$ cat src/rtl/ahb_lite_fir_slave_gen.sv
// ahb_lite_fir_slave_gen: AHB-Lite slave for the FIR filter: coefficient bank, sample FIFO, two-cycle ERROR responses.
// Define FIFO_OVF_STICKY_EN to add a sticky overflow flag (status bit2, write-1-to-clear) and the ovf_irq output.
module ahb_lite_fir_slave_gen #(
  parameter int NUM_COEFF = 4,
  parameter int FIFO_DEPTH = 4,
  parameter int ADDR_W = 6
) (
  input  logic clk,
  input  logic rst,
  input  logic hsel,
  input  logic [ADDR_W-1:0] haddr,
  input  logic [1:0] htrans,
  input  logic [2:0] hsize,
  input  logic hwrite,
  input  logic hready,
  input  logic [15:0] hwdata,
  output logic [15:0] hrdata,
  output logic hreadyout,
  output logic hresp,
  input  logic modwait,
  input  logic err,
  input  logic [15:0] fir_out,
  input  logic [((NUM_COEFF > 1) ? $clog2(NUM_COEFF) : 1)-1:0] coefficient_num,
  input  logic clear_new_coeff,
  input  logic sample_ack,
  output logic [15:0] sample_data,
  output logic data_ready,
  output logic [$clog2(FIFO_DEPTH):0] fifo_count,
  output logic new_coefficient_set,
  output logic [15:0] fir_coefficient
`ifdef FIFO_OVF_STICKY_EN
  , output logic ovf_irq
`endif
);
  localparam int PW = $clog2(FIFO_DEPTH);
  localparam int CW = PW + 1;
  localparam int HW = ADDR_W - 1;
`ifdef FIFO_OVF_STICKY_EN
  localparam logic STAT_WR = 1'b1;
`else
  localparam logic STAT_WR = 1'b0;
`endif
  logic [15:0] hrdata_q, hrdata_d, result_q, result_d, rd_coef;
  logic hreadyout_q, hreadyout_d, hresp_q, hresp_d, ncs_q, ncs_d;
  logic wr_q, wr_d, dp_half_q, dp_half_d, dp_a0_q, dp_a0_d;
  logic [HW-1:0] dp_hw_q, dp_hw_d, a_hw;
  logic [15:0] coeff_q [NUM_COEFF];
  logic [15:0] coeff_d [NUM_COEFF];
  logic [15:0] mem_q [FIFO_DEPTH];
  logic [15:0] mem_d [FIFO_DEPTH];
  logic [PW-1:0] wp_q, wp_d, rp_q, rp_d;
  logic [CW-1:0] count_q, count_d;
  logic acc, a_stat, a_res, a_smp, a_cnt, a_conf, a_coef, a_full, a_err;
  logic push, pop, dp_lo, full_now, ovf_q, unused_ok;
  assign unused_ok = htrans[0];
  assign hrdata = hrdata_q;
  assign hreadyout = hreadyout_q;
  assign hresp = hresp_q;
  assign sample_data = mem_q[rp_q];
  assign data_ready = count_q != '0;
  assign fifo_count = count_q;
  assign new_coefficient_set = ncs_q;
  assign fir_coefficient = (int'(coefficient_num) < NUM_COEFF) ? coeff_q[coefficient_num] : 16'h0;
  always_comb begin
    a_hw = haddr[ADDR_W-1:1];
    acc = hsel & htrans[1] & hready & hreadyout_q;
    a_stat = a_hw == HW'(0);
    a_res = a_hw == HW'(1);
    a_smp = a_hw == HW'(2);
    a_cnt = a_hw == HW'(3);
    a_conf = a_hw == HW'(4);
    a_coef = (a_hw >= HW'(8)) && (a_hw < HW'(8 + NUM_COEFF));
    dp_lo = dp_half_q | ~dp_a0_q;
    push = wr_q & (dp_hw_q == HW'(2));
    pop = sample_ack & data_ready;
    full_now = count_q == CW'(FIFO_DEPTH);
    // A push still in its data phase already counts toward full; a same-cycle pop does not help.
    a_full = full_now | (push & (count_q == CW'(FIFO_DEPTH - 1)));
    a_err = (hsize[2:1] != 2'b00) | ~(a_stat | a_res | a_smp | a_cnt | a_conf | a_coef)
          | (hwrite & ((a_stat & ~STAT_WR) | a_res | a_cnt | (a_smp & (~hsize[0] | a_full))));
    coeff_d = coeff_q;
    rd_coef = 16'h0;
    for (int k = 0; k < NUM_COEFF; k++) begin
      if (wr_q && dp_hw_q == HW'(8 + k)) begin
        if (dp_half_q) coeff_d[k] = hwdata;
        else if (dp_a0_q) coeff_d[k][15:8] = hwdata[15:8];
        else coeff_d[k][7:0] = hwdata[7:0];
      end
      if (a_hw == HW'(8 + k)) rd_coef = coeff_d[k];
    end
    ncs_d = clear_new_coeff ? 1'b0 : ((wr_q & (dp_hw_q == HW'(4)) & dp_lo & hwdata[0]) | ncs_q);
    mem_d = mem_q;
    if (push) mem_d[wp_q] = hwdata;
    wp_d = wp_q + PW'(push);
    rp_d = rp_q + PW'(pop);
    count_d = count_q + CW'(push) - CW'(pop);
    result_d = fir_out;
    // Read data comes from next-state values so a write in its data phase forwards to this read.
    hrdata_d = ~(acc & ~hwrite & ~a_err) ? 16'h0
             : a_stat ? {7'b0, err, 5'b0, ovf_q, full_now, modwait | ncs_q}
             : a_res  ? result_q
             : a_smp  ? sample_data
             : a_cnt  ? 16'(count_q)
             : a_conf ? {15'b0, ncs_d}
             : rd_coef;
    hresp_d = (acc & a_err) | (hresp_q & ~hreadyout_q);
    hreadyout_d = ~(acc & a_err);
    wr_d = acc & hwrite & ~a_err;
    dp_hw_d = a_hw;
    dp_half_d = hsize[0];
    dp_a0_d = haddr[0];
  end
  always_ff @(posedge clk or posedge rst) begin
    if (rst) begin
      hrdata_q <= '0;
      result_q <= '0;
      hreadyout_q <= 1'b1;
      hresp_q <= 1'b0;
      ncs_q <= 1'b0;
      wr_q <= 1'b0;
      dp_half_q <= 1'b0;
      dp_a0_q <= 1'b0;
      dp_hw_q <= '0;
      coeff_q <= '{default: '0};
      mem_q <= '{default: '0};
      wp_q <= '0;
      rp_q <= '0;
      count_q <= '0;
    end else begin
      hrdata_q <= hrdata_d;
      result_q <= result_d;
      hreadyout_q <= hreadyout_d;
      hresp_q <= hresp_d;
      ncs_q <= ncs_d;
      wr_q <= wr_d;
      dp_half_q <= dp_half_d;
      dp_a0_q <= dp_a0_d;
      dp_hw_q <= dp_hw_d;
      coeff_q <= coeff_d;
      mem_q <= mem_d;
      wp_q <= wp_d;
      rp_q <= rp_d;
      count_q <= count_d;
    end
  end
`ifdef FIFO_OVF_STICKY_EN
  logic ovf_d;
  assign ovf_d = (acc & hwrite & a_smp & a_full)
               | (ovf_q & ~(wr_q & (dp_hw_q == HW'(0)) & dp_lo & hwdata[2]));
  always_ff @(posedge clk or posedge rst) begin
    if (rst) ovf_q <= 1'b0;
    else ovf_q <= ovf_d;
  end
  assign ovf_irq = ovf_q;
`else
  assign ovf_q = 1'b0;
`endif
endmodule

$ cat config.mk
export PLATFORM = sky130hd
export DESIGN_NAME = ahb_lite_fir_slave_gen
export DESIGN_NICKNAME = d
export VERILOG_FILES = /design/src/rtl/ahb_lite_fir_slave_gen.sv
export SDC_FILE = /design/constraint.sdc
export NUM_CORES = 1
export LEC_CHECK = 0
export ABC_CLOCK_PERIOD_IN_PS = 6800
export CAP_MARGIN = 20
export CORE_MARGIN = 4
export CORE_UTILIZATION = 57
export CTS_BUF_LIST = sky130_fd_sc_hd__clkbuf_8
export DETAILED_ROUTE_END_ITERATION = 10
export PLACE_DENSITY = 0.82
export SYNTH_ARGS = -nofsm -noshare
export SYNTH_HDL_FRONTEND = slang
export SYNTH_SLANG_ARGS = --single-unit
$ cat constraint.sdc
create_clock -name clk -period 6.8 [get_ports clk]
set_input_delay 1.02 -clock clk [delete_from_list [all_inputs] [get_ports clk]]
set_output_delay 1.02 -clock clk [all_outputs]
set_load 0.005 [all_outputs]
==> tab_implementation.tex <==
\begin{tabular}{lr}
\hline
Metric & Value \\
\hline
\multicolumn{2}{l}{\textbf{Clock network}} \\
\quad Clock latency on the worst-skew pair & 0.46 ns \\
\quad Clock Pin Slew Worst Setup and Hold Paths & 0.08 ns \\
\quad Hold buffer count at CTS & 0 \\
\quad Inserted Clock Buffers & 17 \\
\quad Total of cells resized after clock tree synthesis & 0 \\
\quad Clk root buf & sky130\_fd\_sc\_hd\_\_clkbuf\_8 \\
\quad Number of sinks handled by clock tree synthesis & 178 \\
\quad Post-CTS repair timing setup buffer count & 0 \\
\quad CTS max path bufs & 2 \\
\quad Clock tree from TritonCTS & done \\
\quad H-tree depth & 4 \\
\multicolumn{2}{l}{\textbf{Route}} \\
\quad Router iterations before antenna repair & 5 \\
\quad Detailed-route DRC error count & 0 \\
\quad Vias post-DR & 5,407 \\
\quad Routed via count divided by cell count & 6.36 \\
\quad DRT antenna net count & 0 \\
\quad Violation count after the first detailed-routing iteration & 432 \\
\quad Wire length per cell after detailed routing & 23.5 um \\
\quad Routed wire length & 20,000 um \\
\multicolumn{2}{l}{\textbf{Pwr}} \\
\quad Max rail drop VDD & 0.180 mV \\
\quad LEAKAGE & 0.00419 uW \\
\quad Ratio of total power to cell area & 245 nW/um2 \\
\multicolumn{2}{l}{\textbf{Critical path}} \\
\quad Critical-path cell list & clkdlybuf4s50\_1, mux4\_2, clkdlybuf4s50\_1 \\
\quad Capturing element type of the critical path & output pin \\
\quad Crit path max fanout & 16 \\
\quad Arrival time at the worst endpoint & 3.04 ns \\
\quad Crit-path slowest cell & sky130\_fd\_sc\_hd\_\_clkdlybuf4s50\_1 \\
\quad CP startpoint kind & input port \\
\quad Top cell by count, worst path & sky130\_fd\_sc\_hd\_\_clkdlybuf4s50\_1 \\
\quad Type of the worst setup path & input port to output pin \\
\quad Delay of the slowest cell on the worst path & 1.11 ns \\
\quad Worst Path Required & 5.78 ns \\
\multicolumn{2}{l}{\textbf{STA}} \\
\quad Max-slew violation total from the final report & 0 \\
\quad Setup repair after global routing missed its margin & false \\
\quad Max frequency & 246 MHz \\
\quad Final setup margin & 2.74 ns \\
\quad Final setup violation count & 0 \\
\quad Clock period minus worst slack & 4.06 ns \\
\quad Tightest slew margin relative to the limit & 0.353 \\
\quad Transition time at the pin with the least slew margin & 0.968 ns \\
\quad Post-route clock period utilization & 0.597 \\
\quad Final hold vios & 0 \\
\quad Post-route clock skew & 0.0141 ns \\
\quad Total negative slack for setup checks & 0 ns \\
\multicolumn{2}{l}{\textbf{Floorplan}} \\
\quad IO Pins & 109 \\
\quad Die height & 127 um \\
\quad Die area & 16,000 um2 \\
\quad Num rows & 43 \\
\quad Die X-Extent & 127 um \\
\quad Area of the core & 13,800 um2 \\
\quad Starting Density & 0.580 \\
\multicolumn{2}{l}{\textbf{Yosys}} \\
\quad Cell area after synthesis & 8020 um2 \\
\quad Register bit count reported by yosys & 178 \\
\quad Synth Warn \# & 0 \\
\quad Proportion of synthesized flip-flops having asynchronous set or reset & 1.00 \\
\quad Synth Flop Type & sky130\_fd\_sc\_hd\_\_dfrtp\_1 \\
\quad Fraction of the yosys area taken by sequential cells & 0.555 \\
\quad Synthesized net count & 615 \\
\quad Synth Area per Inst & 14.4 um2 \\
\quad Number of enable-type register cells in the synthesized netlist & 0 \\
\quad Post-synthesis cell count & 556 \\
\quad Number of distinct standard cells referenced by the synthesized netlist & 60 \\
\multicolumn{2}{l}{\textbf{Worst hold path}} \\
\quad Hold Path Class & flip-flop to flip-flop \\
\multicolumn{2}{l}{\textbf{Finish}} \\
\quad Area growth from synthesis to final layout & 20.6\% \\
\quad Finished Core Util & 0.699 \\
\quad Footprint of the flip-flops and latches & 4460 um2 \\
\quad \# fillers & 906 \\
\quad Net count reported at finish & 718 \\
\quad Layout Cell Area excl Fill & 9670 um2 \\
\quad Fraction of final layout cells sized beyond drive strength 1 & 0.249 \\
\quad Total area of multi-input combinational cells & 3390 um2 \\
\quad Antenna diode instance count & 0 \\
\multicolumn{2}{l}{\textbf{Place}} \\
\quad Post-Place Worst Slack & 2.76 ns \\
\quad Post-detailed-placement half-perimeter wirelength & 14,000 um \\
\quad Placed Area & 9280 um2 \\
\quad RD Place Congestion & 0.910 \\
\quad Number of port buffers & 107 \\
\multicolumn{2}{l}{\textbf{Global routing}} \\
\quad Pin count of the biggest net entering global routing & 114 \\
\quad GR Overflow Total & 0 \\
\quad Number of global-route vias before repair & 5,691 \\
\quad Global-route wire length before repair & 31,300 um \\
\quad Tot GR Track Use & 0.255 \\
\quad Antenna violations before repair & 0 \\
\multicolumn{2}{l}{\textbf{Flow run}} \\
\quad Number of violations of the max-capacitance limit & 0 \\
\multicolumn{2}{l}{\textbf{Status}} \\
\quad Outcome & finished, final reports clean \\
\hline
\end{tabular}
[power breakdown]
part | switching (uW) | total, uW | internal [uW] | leakage, uW
Sequential | 69.7 | 1170 | 1100 | 0.00224
Clock | 351 | 680 | 329 | 0.000206
Combinational | 210 | 512 | 302 | 0.00174
[cell families after synthesis]
kind of cell,after synthesis,share of synthesized area
AND/OR/NAND/NOR,80,0.0590
adder cells (fa/ha/maj),5,0.00874
multiplexers,156,0.267
AO/OA/AOI/OAI,88,0.0827
buffers and inverters,45,0.0229
flip-flops,178,0.555
XOR/XNOR,4,0.00437
[layout by cell type (no fill, tap or decap), types with 3 or more instances in the layout]
master,Yosys,layout
sky130_fd_sc_hd__or2_2,3,3
sky130_fd_sc_hd__a32o_1,3,3
sky130_fd_sc_hd__nand3b_1,3,3
sky130_fd_sc_hd__nor3_1,5,5
sky130_fd_sc_hd__nand2b_1,3,3
sky130_fd_sc_hd__mux2_4,7,7
sky130_fd_sc_hd__or3_1,6,6
sky130_fd_sc_hd__o221ai_1,4,4
sky130_fd_sc_hd__mux2_1,39,39
sky130_fd_sc_hd__a32oi_1,13,13
sky130_fd_sc_hd__nor2_1,18,18
sky130_fd_sc_hd__nor3_2,5,4
sky130_fd_sc_hd__inv_1,11,14
sky130_fd_sc_hd__nand2_1,17,17
sky130_fd_sc_hd__clkbuf_8,0,22
sky130_fd_sc_hd__o21ai_0,7,7
sky130_fd_sc_hd__a221o_1,12,12
sky130_fd_sc_hd__dfrtp_1,177,177
sky130_fd_sc_hd__clkdlybuf4s50_1,0,107
sky130_fd_sc_hd__mux2_2,76,76
sky130_fd_sc_hd__buf_4,0,8
sky130_fd_sc_hd__ha_1,4,4
sky130_fd_sc_hd__nand3_1,3,3
sky130_fd_sc_hd__a21oi_1,17,17
sky130_fd_sc_hd__mux4_2,32,32
sky130_fd_sc_hd__a22oi_1,12,12
sky130_fd_sc_hd__a21o_1,6,6
[Yosys cell counts (4+ instances only)]
master	instances	share of area
sky130_fd_sc_hd__a221o_1	12	0.015
sky130_fd_sc_hd__a22oi_1	12	0.011
sky130_fd_sc_hd__inv_1	11	0.0051
sky130_fd_sc_hd__clkbuf_1	25	0.012
sky130_fd_sc_hd__nand2_1	17	0.0080
sky130_fd_sc_hd__nor3_1	5	0.0031
sky130_fd_sc_hd__dfrtp_1	177	0.55
sky130_fd_sc_hd__mux2_4	7	0.013
sky130_fd_sc_hd__o221ai_1	4	0.0044
sky130_fd_sc_hd__buf_2	6	0.0037
sky130_fd_sc_hd__mux2_2	76	0.11
sky130_fd_sc_hd__a32oi_1	13	0.014
sky130_fd_sc_hd__mux2_1	39	0.055
sky130_fd_sc_hd__nor2_1	18	0.0084
sky130_fd_sc_hd__nor3_2	5	0.0062
sky130_fd_sc_hd__mux4_2	32	0.090
sky130_fd_sc_hd__a21o_1	6	0.0056
sky130_fd_sc_hd__or3_1	6	0.0047
sky130_fd_sc_hd__a21oi_1	17	0.011
sky130_fd_sc_hd__ha_1	4	0.0062
sky130_fd_sc_hd__o21ai_0	7	0.0044
[metrics by stage]
| step | std cells | power (uW) | hold WS (ns) |
|---|---|---|---|
| 2_1_floorplan | 556 | 1420 | 0.445 |
| 3_3_place_gp | 818 | 1670 | 0.457 |
| 3_5_place_dp | 819 | 1710 | 0.465 |
| 4_1_cts | 849 | 2380 | 0.481 |
| 5_1_grt | 850 | 2460 | 0.493 |
| 6_report | 850 | 2370 | 0.481 |
[registers in the layout (all words and copies together), names as in the netlist]
signal               cells
mem_q                   64
dp_a0_q                  1
rp_q                     2
dp_half_q                1
fifo_count               3
new_coefficient_set      1
wp_q                     2
hresp                    1
hreadyout                1
coeff_q                 64
hrdata                  16
dp_hw_q                  5
wr_q                     1
result_q                16
[critical path, delay by kind of cell]
| family | cells | cell delay (ns) |
|---|---|---|
| buf+inv | 2 | 1.57 |
| mux | 1 | 0.45 |
[layout make-up]
type,instances,share of cell area
Clock buffer,22,0.0313
Clock inverter,8,0.00660
Inverter,12,0.00517
Multi-Input combinational cell,333,0.350
Sequential cell,178,0.461
Tap cell,180,0.0233
Timing Repair Buffer,117,0.123
[layer usage]
layer	up-vias	global-route usage	wire length, um
met3	44	0.0493	1250
li1	2314	-	-
met2	200	0.413	10300
met5	-	0	0
met4	0	0.0826	454
met1	2849	0.354	7990
[worst paths after layout]
check / startpoint / to / slack, ns / cells past startpoint
hold / removal: result_q[13]$_DFF_PP0_ / hrdata[13]$_DFF_PP0_ / 0.48 / 1
max in group asynchronous: rst / coeff_q[0]$_DFF_PP0_ / 4.68 / 3
hold reg to reg: result_q[13]$_DFF_PP0_ / hrdata[13]$_DFF_PP0_ / 0.48 / 1
min in group asynchronous: rst / mem_q[38]$_DFFE_PP0P_ / 0.94 / 2
setup reg to reg: dp_hw_q[1]$_DFF_PP0_ / hrdata[1]$_DFF_PP0_ / 3.98 / 6
setup / recovery: coefficient_num[1] / fir_coefficient[5] / 2.74 / 3
Power figures use the tool's default switching activity.
